[config.mk]
export PLATFORM = sky130hd
export DESIGN_NAME = muldiv_unit_flat
export DESIGN_NICKNAME = d
export VERILOG_FILES = /design/src/rtl/muldiv_unit_if.sv /design/src/rtl/muldiv_unit.sv /design/src/flat_wrapper.sv
export SDC_FILE = /design/constraint.sdc
export NUM_CORES = 1
export LEC_CHECK = 0
export ABC_CLOCK_PERIOD_IN_PS = 3300
export CAP_MARGIN = 40
export CORE_ASPECT_RATIO = 1.5
export CORE_UTILIZATION = 40
export DETAILED_ROUTE_END_ITERATION = 12
export PLACE_DENSITY = 0.59
export SETUP_SLACK_MARGIN = 0.2
export SLEW_MARGIN = 40
export SYNTH_ARGS = -nofsm -noshare
export SYNTH_HDL_FRONTEND = slang
export SYNTH_SLANG_ARGS = --single-unit
[constraint.sdc]
create_clock -name clk_i -period 3.3 [get_ports clk_i]
set_clock_uncertainty 0.2 [all_clocks]
set_input_delay 0.66 -clock clk_i [delete_from_list [all_inputs] [get_ports clk_i]]
set_output_delay 0.66 -clock clk_i [all_outputs]
set_load 0.005 [all_outputs]
[src/rtl/muldiv_unit_if.sv]
// Request/response bundle between execute-stage control and muldiv_unit.
// Control is the master; it drives the request side and samples busy/done/results.
interface muldiv_unit_if #(
    parameter int WIDTH = 16
);
    logic             start;
    logic [1:0]       op;
    logic [WIDTH-1:0] a;
    logic [WIDTH-1:0] b;
    logic             busy;
    logic             done;
    logic [WIDTH-1:0] result_hi;
    logic [WIDTH-1:0] result_lo;
    logic             div_by_zero;

    modport master (
        output start, op, a, b,
        input  busy, done, result_hi, result_lo, div_by_zero
    );

    modport slave (
        input  start, op, a, b,
        output busy, done, result_hi, result_lo, div_by_zero
    );
endinterface

[src/rtl/muldiv_unit.sv]
// Iterative signed/unsigned multiply (shift-add) and divide (restoring), one bit per cycle.
// Latency WIDTH+2 from accepted start to done; start is ignored while busy, accepted in IDLE or DONE.
module muldiv_unit #(
    parameter int WIDTH = 16
) (
    input  logic         clk_i,
    input  logic         rst_n_i,
    muldiv_unit_if.slave bus
);
    localparam int CW = $clog2(WIDTH + 1);
    localparam logic [CW-1:0] LAST_ITER = CW'(WIDTH - 1);

    localparam logic [2:0] S_IDLE = 3'd0;
    localparam logic [2:0] S_PREP = 3'd1;
    localparam logic [2:0] S_RUN  = 3'd2;
    localparam logic [2:0] S_FIX  = 3'd3;
    localparam logic [2:0] S_DONE = 3'd4;

    logic [2:0]       state_q, state_d;
    logic [CW-1:0]    cnt_q, cnt_d;
    logic [1:0]       op_q, op_d;
    logic [WIDTH-1:0] a_q, a_d, b_q, b_d;
    logic [WIDTH-1:0] hi_q, hi_d, lo_q, lo_d, dvs_q, dvs_d;
    logic [WIDTH-1:0] res_hi_q, res_hi_d, res_lo_q, res_lo_d;
    logic             neg_lo_q, neg_lo_d, neg_hi_q, neg_hi_d;
    logic             busy_q, busy_d, done_q, done_d, dbz_q, dbz_d;

    logic             is_div, a_neg, b_neg, accept, div_ge;
    logic [WIDTH-1:0] abs_a, abs_b, div_diff;
    logic [WIDTH:0]   mul_sum, div_shift;
    logic [2*WIDTH-1:0] prod, prod_neg;

    assign is_div   = op_q[1];
    assign a_neg    = op_q[0] & a_q[WIDTH-1];
    assign b_neg    = op_q[0] & b_q[WIDTH-1];
    assign abs_a    = a_neg ? -a_q : a_q;
    assign abs_b    = b_neg ? -b_q : b_q;
    assign accept   = bus.start && ((state_q == S_IDLE) || (state_q == S_DONE));

    // hi_q is the running product high half (mul) or partial remainder (div);
    // lo_q shifts out multiplier bits / dividend bits and shifts in quotient bits.
    assign mul_sum   = {1'b0, hi_q} + (lo_q[0] ? {1'b0, dvs_q} : '0);
    assign div_shift = {hi_q, lo_q[WIDTH-1]};
    assign div_ge    = div_shift >= {1'b0, dvs_q};
    assign div_diff  = div_shift[WIDTH-1:0] - dvs_q;
    assign prod      = {hi_q, lo_q};
    assign prod_neg  = -prod;

    always_comb begin
        state_d  = state_q;
        cnt_d    = cnt_q;
        op_d     = op_q;
        a_d      = a_q;
        b_d      = b_q;
        hi_d     = hi_q;
        lo_d     = lo_q;
        dvs_d    = dvs_q;
        res_hi_d = res_hi_q;
        res_lo_d = res_lo_q;
        neg_lo_d = neg_lo_q;
        neg_hi_d = neg_hi_q;
        busy_d   = busy_q;
        done_d   = 1'b0;
        dbz_d    = dbz_q;

        case (state_q)
            S_PREP: begin
                hi_d     = '0;
                cnt_d    = '0;
                lo_d     = is_div ? abs_a : abs_b;
                dvs_d    = is_div ? abs_b : abs_a;
                neg_lo_d = a_neg ^ b_neg;
                neg_hi_d = a_neg;
                state_d  = S_RUN;
            end
            S_RUN: begin
                if (is_div) begin
                    hi_d = div_ge ? div_diff : div_shift[WIDTH-1:0];
                    lo_d = {lo_q[WIDTH-2:0], div_ge};
                end else begin
                    hi_d = mul_sum[WIDTH:1];
                    lo_d = {mul_sum[0], lo_q[WIDTH-1:1]};
                end
                cnt_d = cnt_q + CW'(1);
                if (cnt_q == LAST_ITER) begin
                    state_d = S_FIX;
                end
            end
            S_FIX: begin
                if (!is_div) begin
                    {res_hi_d, res_lo_d} = neg_lo_q ? prod_neg : prod;
                    dbz_d = 1'b0;
                end else if (b_q == '0) begin
                    res_lo_d = '1;
                    res_hi_d = a_q;
                    dbz_d    = 1'b1;
                end else begin
                    // Most-negative / -1 lands on 0x80..0 naturally: its negation wraps to itself.
                    res_lo_d = neg_lo_q ? -lo_q : lo_q;
                    res_hi_d = neg_hi_q ? -hi_q : hi_q;
                    dbz_d    = 1'b0;
                end
                busy_d  = 1'b0;
                done_d  = 1'b1;
                state_d = S_DONE;
            end
            S_DONE: begin
                state_d = S_IDLE;
            end
            default: begin
                state_d = S_IDLE;
            end
        endcase

        if (accept) begin
            op_d    = bus.op;
            a_d     = bus.a;
            b_d     = bus.b;
            busy_d  = 1'b1;
            state_d = S_PREP;
        end
    end

    always_ff @(posedge clk_i or negedge rst_n_i) begin
        if (!rst_n_i) begin
            state_q  <= S_IDLE;
            cnt_q    <= '0;
            op_q     <= '0;
            a_q      <= '0;
            b_q      <= '0;
            hi_q     <= '0;
            lo_q     <= '0;
            dvs_q    <= '0;
            res_hi_q <= '0;
            res_lo_q <= '0;
            neg_lo_q <= 1'b0;
            neg_hi_q <= 1'b0;
            busy_q   <= 1'b0;
            done_q   <= 1'b0;
            dbz_q    <= 1'b0;
        end else begin
            state_q  <= state_d;
            cnt_q    <= cnt_d;
            op_q     <= op_d;
            a_q      <= a_d;
            b_q      <= b_d;
            hi_q     <= hi_d;
            lo_q     <= lo_d;
            dvs_q    <= dvs_d;
            res_hi_q <= res_hi_d;
            res_lo_q <= res_lo_d;
            neg_lo_q <= neg_lo_d;
            neg_hi_q <= neg_hi_d;
            busy_q   <= busy_d;
            done_q   <= done_d;
            dbz_q    <= dbz_d;
        end
    end

    assign bus.busy        = busy_q;
    assign bus.done        = done_q;
    assign bus.result_hi   = res_hi_q;
    assign bus.result_lo   = res_lo_q;
    assign bus.div_by_zero = dbz_q;
endmodule

[src/flat_wrapper.sv]
// flat-port wrapper written by rule: the top's interface ports become plain ports
module muldiv_unit_flat 
#(
    parameter int WIDTH = 16
)
  (clk_i, rst_n_i, bus_start, bus_op, bus_a, bus_b, bus_busy, bus_done, bus_result_hi, bus_result_lo, bus_div_by_zero);
  muldiv_unit_if #(.WIDTH(WIDTH)) bus_i ();
  input  logic clk_i;
  input  logic rst_n_i;
  input wire logic [$bits(bus_i.start)-1:0] bus_start;
  input wire logic [$bits(bus_i.op)-1:0] bus_op;
  input wire logic [$bits(bus_i.a)-1:0] bus_a;
  input wire logic [$bits(bus_i.b)-1:0] bus_b;
  output wire logic [$bits(bus_i.busy)-1:0] bus_busy;
  output wire logic [$bits(bus_i.done)-1:0] bus_done;
  output wire logic [$bits(bus_i.result_hi)-1:0] bus_result_hi;
  output wire logic [$bits(bus_i.result_lo)-1:0] bus_result_lo;
  output wire logic [$bits(bus_i.div_by_zero)-1:0] bus_div_by_zero;
  assign bus_i.start = bus_start;
  assign bus_i.op = bus_op;
  assign bus_i.a = bus_a;
  assign bus_i.b = bus_b;
  assign bus_busy = bus_i.busy;
  assign bus_done = bus_i.done;
  assign bus_result_hi = bus_i.result_hi;
  assign bus_result_lo = bus_i.result_lo;
  assign bus_div_by_zero = bus_i.div_by_zero;
  muldiv_unit #(.WIDTH(WIDTH)) u_core (.clk_i(clk_i), .rst_n_i(rst_n_i), .bus(bus_i));
endmodule
==> flow_summary.ini <==
[setup_path]
cp_slowest_stage_delay_ps = 430
cp_common_cell = a221o_1
crit_path_top_delay_cell = dfrtp_2
path_cells = clkinvlp_4, nor2_1, ha_1, a21o_1, a21oi_1, o21ai_0, a221o_1, a31oi_1, xnor2_1, a221o_1
r2r_end = u_core.hi_q[12]
path_buf_inv = 1
crit_path_start_kind = flip-flop
r2r-start = u_core.lo_q[0]
arrival_ps = 3230
critPathRequiredTime_ps = 3410
crit_family = compound AO/OA/AOI/OAI gates
ff2ff_path_depth = 10
endpoint_kind = flip-flop
r2r_slack_ps = 170
path_class = flip-flop to flip-flop
worstPathMaxFanout = 7

[synthesis]
synth.avg_cell_area_um2 = 8.650
synth_most_common_cell = dfrtp_1
syn_area_um2 = 8892
yosys_warnings = 0
ys_top_cells_by_count = dfrtp_1 (127), nor2_1 (107), o21ai_0 (100)
ys_seq_area_share_pct = 35.74
async_flop_share_pct = 100.0
yosysTopAreaCell = dfrtp_1
synthDistinctLibCells = 71
synth.area.top_cells = dfrtp_1 (36%), xor2_1 (6.1%), o21ai_0 (5.6%)
synth_top_area_share_pct = 35.74
synth_top_flop_cell = dfrtp_1
ys_ff_latch = 127
syn_nets = 1105
synthCells = 1028
synth_edf_count = 0

[global_routing]
grt_overflow = 0
grt_use_total_pct = 27.43
grt_pass1_wl_um = 45930
grt_pass1_vias = 8159
grt_start_max_net_pins = 47
antenna_found_initial = 1

[final_layout]
finalNetCount = 1209
fillers = 2073
syn_to_final_growth_pct = 22.19
post-route-util_pct = 50.03
n_antenna_cell = 0
drive_gt1_share_pct = 14.27
regArea_um2 = 3181
multi_input_area_um2 = 5398

[die]
die_area_um2 = 22840
ios = 72
core_area_um2 = 21720
die_h_um = 184.6
rows = 66
start_util_pct = 40.94
dieWidth_um = 123.7

[cts]
ctsHoldBuffers = 0
tritoncts = yes
htreeDepth = 4
cts_inserted_buffers = 17
root_buffer = clkbuf_16
clkLatencyLatePin_ps = 430
clock_path_buffers = 2
numClockSinks = 127
clk_pin_slew_ps = 60

[timing]
fin_ws_ps = 171.9
setup_viol = 0
max_freq_mhz = 319.7
slew_headroom_pct = 50.17
slew_viol_final = 0
tns_ps = 0
period_minus_slack_ps = 3128
finalCritPeriodShare_pct = 94.79
finalHoldViolCount = 0
worst_slew_pin_slew_ps = 746.7
rsz0062_at_grt = yes

[detailed_routing]
top_layer_used = met5
ant_nets = 0
viasPerCell = 5.779
dr_total_vias = 8171
wl_met1_um = 11430
routed-wl-met3_um = 1071
drc = 0
firstDrtPassIters = 5
routed-wl-met2_um = 15100
finalWirelength_um = 29420
wire_per_inst_um = 20.81
initialDrtViolationCount = 463

[place]
place_congestion = 0.9495
io_buffers = 71
hpwlAfterDp_um = 22610
place_ws_ps = 49.71

[power]
p_total_mw = 12.38
ir_drop_mv = 0.5710
power_density_nw_per_um2 = 1140
power_leakage_nw = 4.719

[worst_hold_path]
hold_class = primary input to async pin

[job]
cap_violations = 0

[status]
status = completed
[worst reg2reg max path, cell delays in order (launching register included)]
cell,delay [ps]
dfrtp_2,430
clkinvlp_4,220
nor2_1,230
ha_1,330
a21o_1,210
a21oi_1,130
o21ai_0,150
a221o_1,410
a31oi_1,220
xnor2_1,140
a221o_1,350
[where the power goes]
| part | internal [mW] | switching (mW) | leakage, nW |
|---|---|---|---|
| logic | 3.17 | 4.37 | 2.90 |
| clock network | 1.04 | 0.693 | 0.263 |
| registers | 2.28 | 0.830 | 1.56 |
| total | 6.49 | 5.89 | 4.72 |
[cell usage in the layout, fill, tap and decap left out, types with 6 or more instances in the layout]
| master | synthesis | final |
|---|---|---|
| mux2_2 | 32 | 32 |
| o41ai_1 | 8 | 8 |
| a22oi_1 | 9 | 9 |
| nand2_1 | 88 | 88 |
| o21a_1 | 6 | 6 |
| xor2_1 | 62 | 62 |
| a211oi_1 | 23 | 22 |
| dfrtp_1 | 127 | 125 |
| a21oi_1 | 89 | 88 |
| nand2b_1 | 9 | 8 |
| o21ai_0 | 100 | 98 |
| mux2i_1 | 20 | 20 |
| a21o_1 | 15 | 15 |
| clkdlybuf4s50_1 | 0 | 70 |
| buf_4 | 1 | 66 |
| o221ai_1 | 7 | 7 |
| a31oi_1 | 7 | 7 |
| or4_1 | 6 | 6 |
| nor2_1 | 107 | 106 |
| o31ai_1 | 18 | 18 |
| nor3_1 | 17 | 17 |
| o211ai_1 | 6 | 6 |
| ha_1 | 38 | 37 |
| inv_1 | 40 | 39 |
| xnor2_1 | 29 | 29 |
| nor2b_1 | 7 | 7 |
| or3_1 | 10 | 8 |
| clkbuf_16 | 0 | 17 |
| nand3_1 | 11 | 11 |
[stage by stage]
step	std cells	hold WS, ps	area, um^2
3_5_place_dp	1378	269.2	10240
2_1_floorplan	1028	164.4	8892
5_1_grt	1414	106.7	10870
4_1_cts	1411	68.10	10820
6_report	1414	66.44	10870
3_3_place_gp	1378	261.1	10230
[cell type report]
cell class,count,share of cell area [%]
Multi-Input combinational cell,806,49.68
Sequential cell,127,29.27
Timing Repair Buffer,139,11.56
Clock buffer,23,4.583
Tap cell,272,3.132
Inverter,41,1.451
Clock inverter,6,0.3224
[cell families (layout without fill, tap and decap cells)]
group / after synthesis / in the layout / share of synthesized area [%]
AOI/OAI and AO/OA: 330 / 330 / 23.64
and+or+nand+nor: 293 / 293 / 15.44
DFF: 127 / 127 / 35.74
buffers and inverters: 95 / 209 / 4.123
xor gates and xnor gates: 91 / 91 / 8.963
muxes: 52 / 52 / 6.304
adders and majority gates: 40 / 40 / 5.797
[how the worst max path moves through the flow]
stage                               endpoint  cells after the start            start
floorplan           u_core.bus.result_hi[14]                     10   u_core.lo_q[0]
global placement             u_core.hi_q[12]                     10   u_core.lo_q[0]
detailed placement           u_core.hi_q[12]                     10   u_core.lo_q[0]
CTS                          u_core.hi_q[12]                     11  u_core.lo_q[15]
global route                 u_core.hi_q[12]                     11   u_core.lo_q[0]
finish                       u_core.hi_q[12]                     10   u_core.lo_q[0]
[per-layer routing]
| metal | vias to the layer above | GRT usage [%] |
|---|---|---|
| met5 | - | 0 |
| met4 | 2 | 16.77 |
| met3 | 88 | 4.239 |
| met2 | 238 | 47.91 |
| met1 | 3928 | 30.71 |
| li1 | 3915 | - |
[flip-flops by register name, summed over array words and instances, names as in the netlist, 2 cells and up]
register	count
u_core.a_q	16
u_core.b_q	16
u_core.bus.result_hi	16
u_core.bus.result_lo	16
u_core.cnt_q	5
u_core.dvs_q	16
u_core.hi_q	16
u_core.lo_q	16
u_core.op_q	2
u_core.state_q	3
[repair_timing]
item | in CTS | in global routing
resized for setup | 4 | 9
buffers inserted | 4 | 3
setup endpoints to repair | 13 | 7
hold endpoints to repair | 0 | 0
pin swaps | 1 | 2
No activity file was read; power rests on OpenSTA's default activity.
